**src/rtl/cam_capture_sequencer_if.sv**
```systemverilog
// Camera-to-frame-buffer capture bus: sensor timing, host commands and ROI in, frame-buffer writes and status out.
interface cam_capture_sequencer_if #(
  parameter int AW = 17,
  parameter int DW = 12
);
  logic          v_sync;
  logic          href;
  logic          pix_valid;
  logic [DW-1:0] pix_data;
  logic          cmd_start;
  logic          cmd_single;
  logic          cmd_stop;
  logic [8:0]    roi_x0;
  logic [7:0]    roi_y0;
  logic [8:0]    roi_w;
  logic [7:0]    roi_h;
  logic          fb_we;
  logic [AW-1:0] fb_addr;
  logic [DW-1:0] fb_data;
  logic          busy;
  logic          frame_done;
  logic          cfg_err;
  logic [7:0]    frame_cnt;

  modport master (
    output v_sync, href, pix_valid, pix_data, cmd_start, cmd_single, cmd_stop,
           roi_x0, roi_y0, roi_w, roi_h,
    input  fb_we, fb_addr, fb_data, busy, frame_done, cfg_err, frame_cnt
  );

  modport slave (
    input  v_sync, href, pix_valid, pix_data, cmd_start, cmd_single, cmd_stop,
           roi_x0, roi_y0, roi_w, roi_h,
    output fb_we, fb_addr, fb_data, busy, frame_done, cfg_err, frame_cnt
  );
endinterface

```
**src/rtl/cam_capture_sequencer.sv**
```systemverilog
// Frame-aligned capture sequencer: crops the ROI out of the camera raster and writes it
// to the frame buffer as a dense zero-based raster, in snapshot or continuous mode.
module cam_capture_sequencer #(
  parameter int H_ACT = 320,
  parameter int V_ACT = 240,
  parameter int AW    = 17,
  parameter int DW    = 12
) (
  input  logic pclk,
  input  logic reset,
  cam_capture_sequencer_if.slave bus
);
  localparam logic [9:0] HL = 10'(H_ACT);
  localparam logic [8:0] VL = 9'(V_ACT);

  typedef enum logic [1:0] {IDLE, WAIT_SOF, CAPTURE} state_t;
  state_t r_state, w_next;

  logic          r_vs, r_vs_d, r_href, r_href_d;
  logic          w_vs_fall, w_vs_rise, w_href_fall;
  logic [8:0]    r_x0, r_w;
  logic [7:0]    r_y0, r_h;
  logic [9:0]    r_x;
  logic [8:0]    r_y;
  logic [AW-1:0] r_row_base;
  logic          r_single;
  logic [9:0]    w_xend_in, w_xend;
  logic [8:0]    w_yend_in, w_yend;
  logic          w_roi_ok, w_start, w_win_y, w_win, w_cap, w_done, w_err;
  logic          r_we, r_done, r_err;
  logic [AW-1:0] r_addr;
  logic [DW-1:0] r_data;
  logic [7:0]    r_cnt;

  assign w_vs_fall   = r_vs_d & ~r_vs;
  assign w_vs_rise   = r_vs & ~r_vs_d;
  assign w_href_fall = r_href_d & ~r_href;

  // Live ROI is checked at start; the shadowed ROI drives the crop window.
  assign w_xend_in = {1'b0, bus.roi_x0} + {1'b0, bus.roi_w};
  assign w_yend_in = {1'b0, bus.roi_y0} + {1'b0, bus.roi_h};
  assign w_roi_ok  = (bus.roi_w != '0) && (bus.roi_h != '0) &&
                     (w_xend_in <= HL) && (w_yend_in <= VL);
  assign w_start   = bus.cmd_start & ~bus.cmd_stop;

  assign w_xend  = {1'b0, r_x0} + {1'b0, r_w};
  assign w_yend  = {1'b0, r_y0} + {1'b0, r_h};
  assign w_win_y = (r_y >= {1'b0, r_y0}) && (r_y < w_yend);
  assign w_win   = w_win_y && (r_x >= {1'b0, r_x0}) && (r_x < w_xend);
  assign w_cap   = (r_state == CAPTURE) & bus.pix_valid & ~bus.cmd_stop &
                   (r_x < HL) & (r_y < VL);

  always_comb begin
    w_next = r_state;
    w_done = 1'b0;
    w_err  = 1'b0;
    case (r_state)
      IDLE: begin
        if (w_start) begin
          if (w_roi_ok) w_next = WAIT_SOF;
          else          w_err  = 1'b1;
        end
      end
      WAIT_SOF: begin
        if (bus.cmd_stop)   w_next = IDLE;
        else if (w_vs_fall) w_next = CAPTURE;
      end
      CAPTURE: begin
        if (bus.cmd_stop) w_next = IDLE;
        else if (w_vs_rise) begin
          w_done = 1'b1;
          w_next = r_single ? IDLE : WAIT_SOF;
        end
      end
      default: w_next = IDLE;
    endcase
  end

  always_ff @(posedge pclk or posedge reset) begin
    if (reset) begin
      r_state  <= IDLE;
      r_single <= 1'b0;
      r_vs     <= 1'b0;
      r_vs_d   <= 1'b0;
      r_href   <= 1'b0;
      r_href_d <= 1'b0;
      r_done   <= 1'b0;
      r_err    <= 1'b0;
      r_cnt    <= '0;
    end else begin
      r_state  <= w_next;
      r_vs     <= bus.v_sync;
      r_vs_d   <= r_vs;
      r_href   <= bus.href;
      r_href_d <= r_href;
      r_done   <= w_done;
      r_err    <= w_err;
      if (w_done) r_cnt <= r_cnt + 8'd1;
      if (r_state == IDLE && w_start && w_roi_ok) r_single <= bus.cmd_single;
    end
  end

  // Raster position and row base; row_base accumulates w per finished window line.
  always_ff @(posedge pclk or posedge reset) begin
    if (reset) begin
      r_x0       <= '0;
      r_y0       <= '0;
      r_w        <= '0;
      r_h        <= '0;
      r_x        <= '0;
      r_y        <= '0;
      r_row_base <= '0;
    end else if (w_vs_fall) begin
      r_x0       <= bus.roi_x0;
      r_y0       <= bus.roi_y0;
      r_w        <= bus.roi_w;
      r_h        <= bus.roi_h;
      r_x        <= '0;
      r_y        <= '0;
      r_row_base <= '0;
    end else if (r_state == CAPTURE) begin
      if (w_href_fall) begin
        r_x <= '0;
        if (r_x != '0 && r_y < VL) begin
          r_y <= r_y + 9'd1;
          if (w_win_y) r_row_base <= r_row_base + AW'(r_w);
        end
      end else if (bus.pix_valid && r_x < HL) begin
        r_x <= r_x + 10'd1;
      end
    end
  end

  always_ff @(posedge pclk or posedge reset) begin
    if (reset) begin
      r_we   <= 1'b0;
      r_addr <= '0;
      r_data <= '0;
    end else begin
      r_we <= w_cap & w_win;
      if (w_cap & w_win) begin
        r_addr <= r_row_base + AW'(r_x - {1'b0, r_x0});
        r_data <= bus.pix_data;
      end
    end
  end

  assign bus.fb_we      = r_we;
  assign bus.fb_addr    = r_addr;
  assign bus.fb_data    = r_data;
  assign bus.busy       = (r_state != IDLE);
  assign bus.frame_done = r_done;
  assign bus.cfg_err    = r_err;
  assign bus.frame_cnt  = r_cnt;
endmodule

```
**src/flat_wrapper.sv**
```systemverilog
// flat-port wrapper written by rule: the top's interface ports become plain ports
module cam_capture_sequencer_flat 
#(
  parameter int H_ACT = 320,
  parameter int V_ACT = 240,
  parameter int AW    = 17,
  parameter int DW    = 12
)
  (pclk, reset, bus_v_sync, bus_href, bus_pix_valid, bus_pix_data, bus_cmd_start, bus_cmd_single, bus_cmd_stop, bus_roi_x0, bus_roi_y0, bus_roi_w, bus_roi_h, bus_fb_we, bus_fb_addr, bus_fb_data, bus_busy, bus_frame_done, bus_cfg_err, bus_frame_cnt);
  cam_capture_sequencer_if #(.AW(AW), .DW(DW)) bus_i ();
  input  logic pclk;
  input  logic reset;
  input wire logic [$bits(bus_i.v_sync)-1:0] bus_v_sync;
  input wire logic [$bits(bus_i.href)-1:0] bus_href;
  input wire logic [$bits(bus_i.pix_valid)-1:0] bus_pix_valid;
  input wire logic [$bits(bus_i.pix_data)-1:0] bus_pix_data;
  input wire logic [$bits(bus_i.cmd_start)-1:0] bus_cmd_start;
  input wire logic [$bits(bus_i.cmd_single)-1:0] bus_cmd_single;
  input wire logic [$bits(bus_i.cmd_stop)-1:0] bus_cmd_stop;
  input wire logic [$bits(bus_i.roi_x0)-1:0] bus_roi_x0;
  input wire logic [$bits(bus_i.roi_y0)-1:0] bus_roi_y0;
  input wire logic [$bits(bus_i.roi_w)-1:0] bus_roi_w;
  input wire logic [$bits(bus_i.roi_h)-1:0] bus_roi_h;
  output wire logic [$bits(bus_i.fb_we)-1:0] bus_fb_we;
  output wire logic [$bits(bus_i.fb_addr)-1:0] bus_fb_addr;
  output wire logic [$bits(bus_i.fb_data)-1:0] bus_fb_data;
  output wire logic [$bits(bus_i.busy)-1:0] bus_busy;
  output wire logic [$bits(bus_i.frame_done)-1:0] bus_frame_done;
  output wire logic [$bits(bus_i.cfg_err)-1:0] bus_cfg_err;
  output wire logic [$bits(bus_i.frame_cnt)-1:0] bus_frame_cnt;
  assign bus_i.v_sync = bus_v_sync;
  assign bus_i.href = bus_href;
  assign bus_i.pix_valid = bus_pix_valid;
  assign bus_i.pix_data = bus_pix_data;
  assign bus_i.cmd_start = bus_cmd_start;
  assign bus_i.cmd_single = bus_cmd_single;
  assign bus_i.cmd_stop = bus_cmd_stop;
  assign bus_i.roi_x0 = bus_roi_x0;
  assign bus_i.roi_y0 = bus_roi_y0;
  assign bus_i.roi_w = bus_roi_w;
  assign bus_i.roi_h = bus_roi_h;
  assign bus_fb_we = bus_i.fb_we;
  assign bus_fb_addr = bus_i.fb_addr;
  assign bus_fb_data = bus_i.fb_data;
  assign bus_busy = bus_i.busy;
  assign bus_frame_done = bus_i.frame_done;
  assign bus_cfg_err = bus_i.cfg_err;
  assign bus_frame_cnt = bus_i.frame_cnt;
  cam_capture_sequencer #(.H_ACT(H_ACT), .V_ACT(V_ACT), .AW(AW), .DW(DW)) u_core (.pclk(pclk), .reset(reset), .bus(bus_i));
endmodule
```
**config.mk**
```make
export PLATFORM = sky130hd
export DESIGN_NAME = cam_capture_sequencer_flat
export DESIGN_NICKNAME = d
export VERILOG_FILES = /design/src/rtl/cam_capture_sequencer_if.sv /design/src/rtl/cam_capture_sequencer.sv /design/src/flat_wrapper.sv
export SDC_FILE = /design/constraint.sdc
export NUM_CORES = 1
export LEC_CHECK = 0
export CORE_AREA = 2 2 120 122
export CTS_CLUSTER_SIZE = 8
export DETAILED_ROUTE_END_ITERATION = 10
export DIE_AREA = 0 0 122 124
export DONT_BUFFER_PORTS = 1
export GPL_TIMING_DRIVEN = 1
export PLACE_DENSITY_LB_ADDON = 0.25
export SYNTH_ARGS = -nofsm -noshare
export SYNTH_HDL_FRONTEND = slang
export SYNTH_SLANG_ARGS = --single-unit
```
**constraint.sdc**
```tcl
create_clock -name pclk -period 6.9 [get_ports pclk]
set_clock_uncertainty 0.2 [all_clocks]
set_input_delay 1.38 -clock pclk [delete_from_list [all_inputs] [get_ports pclk]]
set_output_delay 1.38 -clock pclk [all_outputs]
set_load 0.01 [all_outputs]
```
# --- Yosys cells after proc, flatten, opt, wreduce, memory -nomap -nowiden ---
# Index checks and enable logic that the tools add are counted.
totals:
  reg_bits: 117
  word_cells: 107
  mem_count: 0
  ram_bits: 0
  rom_bits: 0
  latchBits: 0
op_classes:
  muxes: 27
  n_reduce_logical: 24
  addsub: 10
  eq_ne: 6
  n_mul: 0
  bitwise: 13
  n_div: 0
  magnitude_cmp: 8
  shifts: 0
op_table:
  columns: ["cell", "n"]
  rows:
  - ["2-to-1 mux 17 bit", 5]
  - ["2-to-1 mux 10 bit", 4]
  - ["2-to-1 mux 9 bit", 4]
  - ["adder 9 x 9 -> 10 bit", 2]
  - ["adder 8 x 8 -> 9 bit", 2]
  - ["adder 17 bit", 1]
  - ["adder 17 x 9 -> 17 bit", 1]
  - ["2-to-1 mux 2 bit", 6]
  - ["subtractor 10 x 9 -> 11 bit", 1]
  - ["adder 10 x 1 -> 10 bit (second input constant)", 1]
  - [">= comparator 10 x 9 -> 1 bit", 1]
  - ["<= comparator 10 x 9 -> 1 bit (second input constant)", 1]
  - ["logical AND 1 bit", 10]
  - ["less-than comparator 10 bit", 1]
  - ["less-than comparator 10 x 9 -> 1 bit (second input constant)", 1]
  - ["nonzero test 10 bit", 1]
  - ["nonzero test 2 bit", 5]
  - ["adder 9 x 1 -> 9 bit (second input constant)", 1]
  - ["bitwise AND 1 bit", 9]
  - [">= comparator 9 x 8 -> 1 bit", 1]
  - ["<= comparator 9 x 8 -> 1 bit (second input constant)", 1]
  - ["less-than comparator 9 x 8 -> 1 bit (second input constant)", 1]
  - ["less-than comparator 9 bit", 1]
  - ["nonzero test 9 bit", 1]
  - ["14 further kinds", 26]

# --- Depth between registers and ports, before layout ---
depth:
  ltp_word: 8
  depth_mapped: 18

# --- Worst setup path after synthesis ---
# No wires, ideal clock.
synth_timing:
  kind: "register -> register"
  startpoint: "register u_core.r_w[0]"
  endpoint: "register u_core.r_addr[0] (netlist: u_core.bus.fb_addr[0])"
  stages_incl_launch_ff: 19
  slack_ps: 2809
  path_buffers: 2
  arrival_time_ps: 3766
  cell_sequence: "dfrtp_1 > ha_1 > inv_1 > fa_1 > nor2b_1 > o21ai_0 > a21oi_1 > o21a_1 > nor2_1 > o21ai_0 > xnor2_1 > ha_1 > a21o_1 > a2111oi_0 > nand2_1 > or4b_4 > buf_6 > buf_6 > mux2_4"
synth_via:
  elab_chain_len: 4
synth_lines:
  columns: ["item", "line_no", "source"]
  rows:
  - ["start: declaration", "cam_capture_sequencer.sv:21", "logic [8:0] r_x0, r_w;"]
  - ["start signal: assignment", "cam_capture_sequencer.sv:116", "r_w <= bus.roi_w;"]
  - ["adder 9 x 9 -> 10 bit", "cam_capture_sequencer.sv:46", "assign w_xend = {1'b0, r_x0} + {1'b0, r_w};"]
  - ["less-than comparator 10 bit", "cam_capture_sequencer.sv:49", "assign w_win = w_win_y && (r_x >= {1'b0, r_x0}) && (r_x < w_xend);"]
  - ["logical AND 1 bit", "cam_capture_sequencer.sv:49", null]
  - ["bitwise AND 1 bit", "cam_capture_sequencer.sv:141", "if (w_cap & w_win) begin"]
  - ["end signal: assignment", "cam_capture_sequencer.sv:142", "r_addr <= r_row_base + AW'(r_x - {1'b0, r_x0});"]
  - ["end: declaration", "cam_capture_sequencer.sv:31", "logic [AW-1:0] r_addr;"]
# No other way between the ends.
# A chain may end at the register's enable or synchronous reset.

# --- Final worst setup path ---
layout_timing:
  startpoint: "register u_core.r_x[0]"
  endpoint: "register u_core.r_addr[15] (netlist: u_core.bus.fb_addr[15])"
layout_via:
  elab_chain_len: 4
layout_lines:
  columns: ["item", "line_no", "source"]
  rows:
  - ["start: declaration", "cam_capture_sequencer.sv:23", "logic [9:0] r_x;"]
  - ["start signal: assignment", "cam_capture_sequencer.sv:129", "r_x <= r_x + 10'd1;"]
  - ["parallel branches: the longest is 4 deep, another holds adder 17 bit", null, null]
# Parallel ways; which one is timed is not known.

==> impl_metrics.tcl <==
set metrics [dict create \
    worst_setup_path_end_kind "register" \
    grt_pass1_wl_mm 30.0 \
    cts_made_buffers 17 \
    synth_area_per_cell_um2 9.49 \
    antenna_found_initial 0 \
    vias 6343 \
    synth.distinct_cells 59 \
    grt_pass1_vias 6366 \
    die_x_um 122 \
    critical_path.top_delay_family "compound AO/OA/AOI/OAI gates" \
    synth-seq-cells 117 \
    globalRouteOverflowTotal 0 \
    cp_cell_sequence "inv_1 > ha_1 > inv_1 > fa_1 > a21oi_1 > o21ai_0 > o21a_1 > nor2_1 > xnor2_1 > ha_1 > a2111oi_0 > o21ai_0 > a311oi_1 > o21ai_0 > a31oi_1 > xnor2_1 > mux2_2" \
    core-area_um2 13700 \
    path_max_fanout 6 \
    die_h_um 124 \
    drive_gt1_share_pct 8.72 \
    wl_met1_mm 8.25 \
    yosys.area.top_type "dfrtp_1" \
    cts_setup_buffers 0 \
    slew_viol_final 0 \
    synthToLayoutAreaGrowth_pct 9.42 \
    top_layer "met4" \
    critPathRequiredTime_ps 6990 \
    slew_headroom_pct 29.3 \
    start_util_pct 59.1 \
    synth.cell_area_um2 8100 \
    gr-usage-all-layers_pct 25.1 \
    setup-tns-final_ps 0 \
    ys_dominant_reg_cell "dfrtp_1" \
    stdcell_count 1052 \
    clkLatencyLatePin_ps 420 \
    cp_num_buf_inv 2 \
    cp-start-kind "register" \
    core.rowCount 43 \
    cap_violations 0 \
    crit_top_cell "o21ai_0" \
    fin_nets 1017 \
    synth_seq_area_share_pct 36.1 \
    hold_viol 0 \
    async_flop_share_pct 100 \
    cts_sinks 117 \
    synth-edff-count 0 \
    clock-root-buffer "clkbuf_16" \
    cellLeakagePower_nw 4.44 \
    cts_htree_levels 4 \
    fmax_mhz 211 \
    cts_tree "done" \
    antenna_cells 0 \
    ant_nets 0 \
    dieArea_um2 15100 \
    cts-resized-gates 0 \
    fin_area_um2 8860 \
    cp_slowest_stage_delay_ps 520 \
    avgRoutedWirePerCell_um 17.3 \
    n_fill_cell 1128 \
    hold_path_class "reg2reg" \
    clock_path_buffers 2 \
    holdBufCountCts 0 \
    ios 95 \
    grt_max_degree 81 \
    criticalPathCategory "reg2reg" \
    yosys_warnings 0 \
    synthCells 854 \
    drc 0 \
    synth_area_leaders "dfrtp_1, ha_1, nand2_1" \
    place_inst 1020 \
    drt_first_pass_iters 5 \
    clkSlewWorstSetupHoldPaths_ps 50 \
    placed_cell_area_um2 8280 \
    post-route-min-period_ps 4730 \
    synth_top_area_share_pct 36.1 \
    cp.arrival_ps 4820 \
    dp_hpwl_mm 13.7 \
    finalPower_mw 2.16 \
    drtIter0Drc 574 \
    fin_hold_ws_ps 170 \
    post-route-period-util_pct 68.6 \
    met2_wirelength_mm 8.49 \
    syn-num-nets 1012 \
    worst_pin_slew_ps 1060 \
    yosysMostFrequentCell "dfrtp_1" \
    io_buffers 0 \
    setup_viol 0 \
    run_status "completed" \
    rsz0062_at_grt "false" \
    p_per_area_nw_per_um2 244 \
    wl_met3_mm 1.02 \
    ir_worst_vdd_mv 0.164 \
    slowest_stage "a2111oi_0" \
    via_per_inst 6.03 \
    synth_common_cells "dfrtp_1, nand2_1, ha_1" \
    gp_congestion 0.914 \
    routed_wl_mm 18.2 \
]
-- layer usage --
metal,GRT usage (%),vias to the layer above
met1,32.6,3026
met4,10.2,0
met2,41.5,188
li1,-,3090
met3,4.76,39
met5,0,-
-- registers in the layout (all words and copies together) (netlist names) --
signal / count
u_core.bus.cfg_err: 1
u_core.bus.fb_addr: 17
u_core.bus.fb_data: 12
u_core.bus.fb_we: 1
u_core.bus.frame_cnt: 8
u_core.bus.frame_done: 1
u_core.r_h: 8
u_core.r_href: 1
u_core.r_href_d: 1
u_core.r_row_base: 17
u_core.r_single: 1
u_core.r_state: 2
u_core.r_vs: 1
u_core.r_vs_d: 1
u_core.r_w: 9
u_core.r_x: 10
u_core.r_x0: 9
u_core.r_y: 9
u_core.r_y0: 8
-- stage by stage --
stage / worst slack, ps / utilization, %
after floorplan: 2220 / -
after global placement: 2590 / 60.3
after detailed placement: 2370 / 60.3
after CTS: 2310 / 64.6
after global routing: 1860 / 64.6
final: 2170 / 64.6
-- cell families (layout without fill, tap and decap cells) --
| family | count (synthesis) | in the layout | share of synthesized area [%] |
|---|---|---|---|
| and+or+nand+nor | 256 | 256 | 14.7 |
| adders and majority gates | 104 | 104 | 16.7 |
| muxes | 33 | 33 | 5.02 |
| xor gates and xnor gates | 66 | 66 | 7.14 |
| DFF | 117 | 117 | 36.1 |
| AOI/OAI and AO/OA | 219 | 219 | 17.3 |
| buffers and inverters | 59 | 77 | 2.97 |
-- where the power goes --
part	internal (mW)	switching [mW]	leakage, nW
clock network	0.566	0.306	0.289
logic	0.223	0.295	2.59
registers	0.731	0.0446	1.56
-- final timing paths --
path / startpoint / end / slack [ps] / cells past startpoint
min: u_core.r_href$_DFF_PP0_ / u_core.r_href_d$_DFF_PP0_ / 170 / 0
max reg2reg: u_core.r_x[0]$_DFFE_PP0P_ / u_core.bus.fb_addr[15]$_DFFE_PP0P_ / 2170 / 17
max in group asynchronous: reset / u_core.r_row_base[3]$_DFFE_PP0P_ / 4460 / 2
min in group asynchronous: reset / u_core.bus.frame_cnt[0]$_DFFE_PP0P_ / 650 / 1
max: u_core.r_x[0]$_DFFE_PP0P_ / u_core.bus.fb_addr[15]$_DFFE_PP0P_ / 2170 / 17
min reg2reg: u_core.r_href$_DFF_PP0_ / u_core.r_href_d$_DFF_PP0_ / 170 / 0
-- cell type report --
cell class,instances,area [µm²],share of cell area (%)
clock buffers,23,488,5.50
clock inverters,9,100,1.13
well taps,180,225,2.54
repair buffers,3,22.5,0.254
inverters,42,160,1.81
flip-flops and latches,117,2930,33.0
multi-input cells,678,4940,55.7
-- layout by cell type, fill, tap and decap left out, types with 17 or more instances in the layout --
cell       count
a21oi_1       53
xor2_1        32
inv_1         41
mux2_2        21
clkbuf_16     17
nand3_1       20
o21ai_0       63
dfrtp_1      117
a21o_1        20
xnor2_1       34
ha_1          97
nor2_1        56
nand2_1      100
Note: power is estimated with default switching activity, not from simulation.
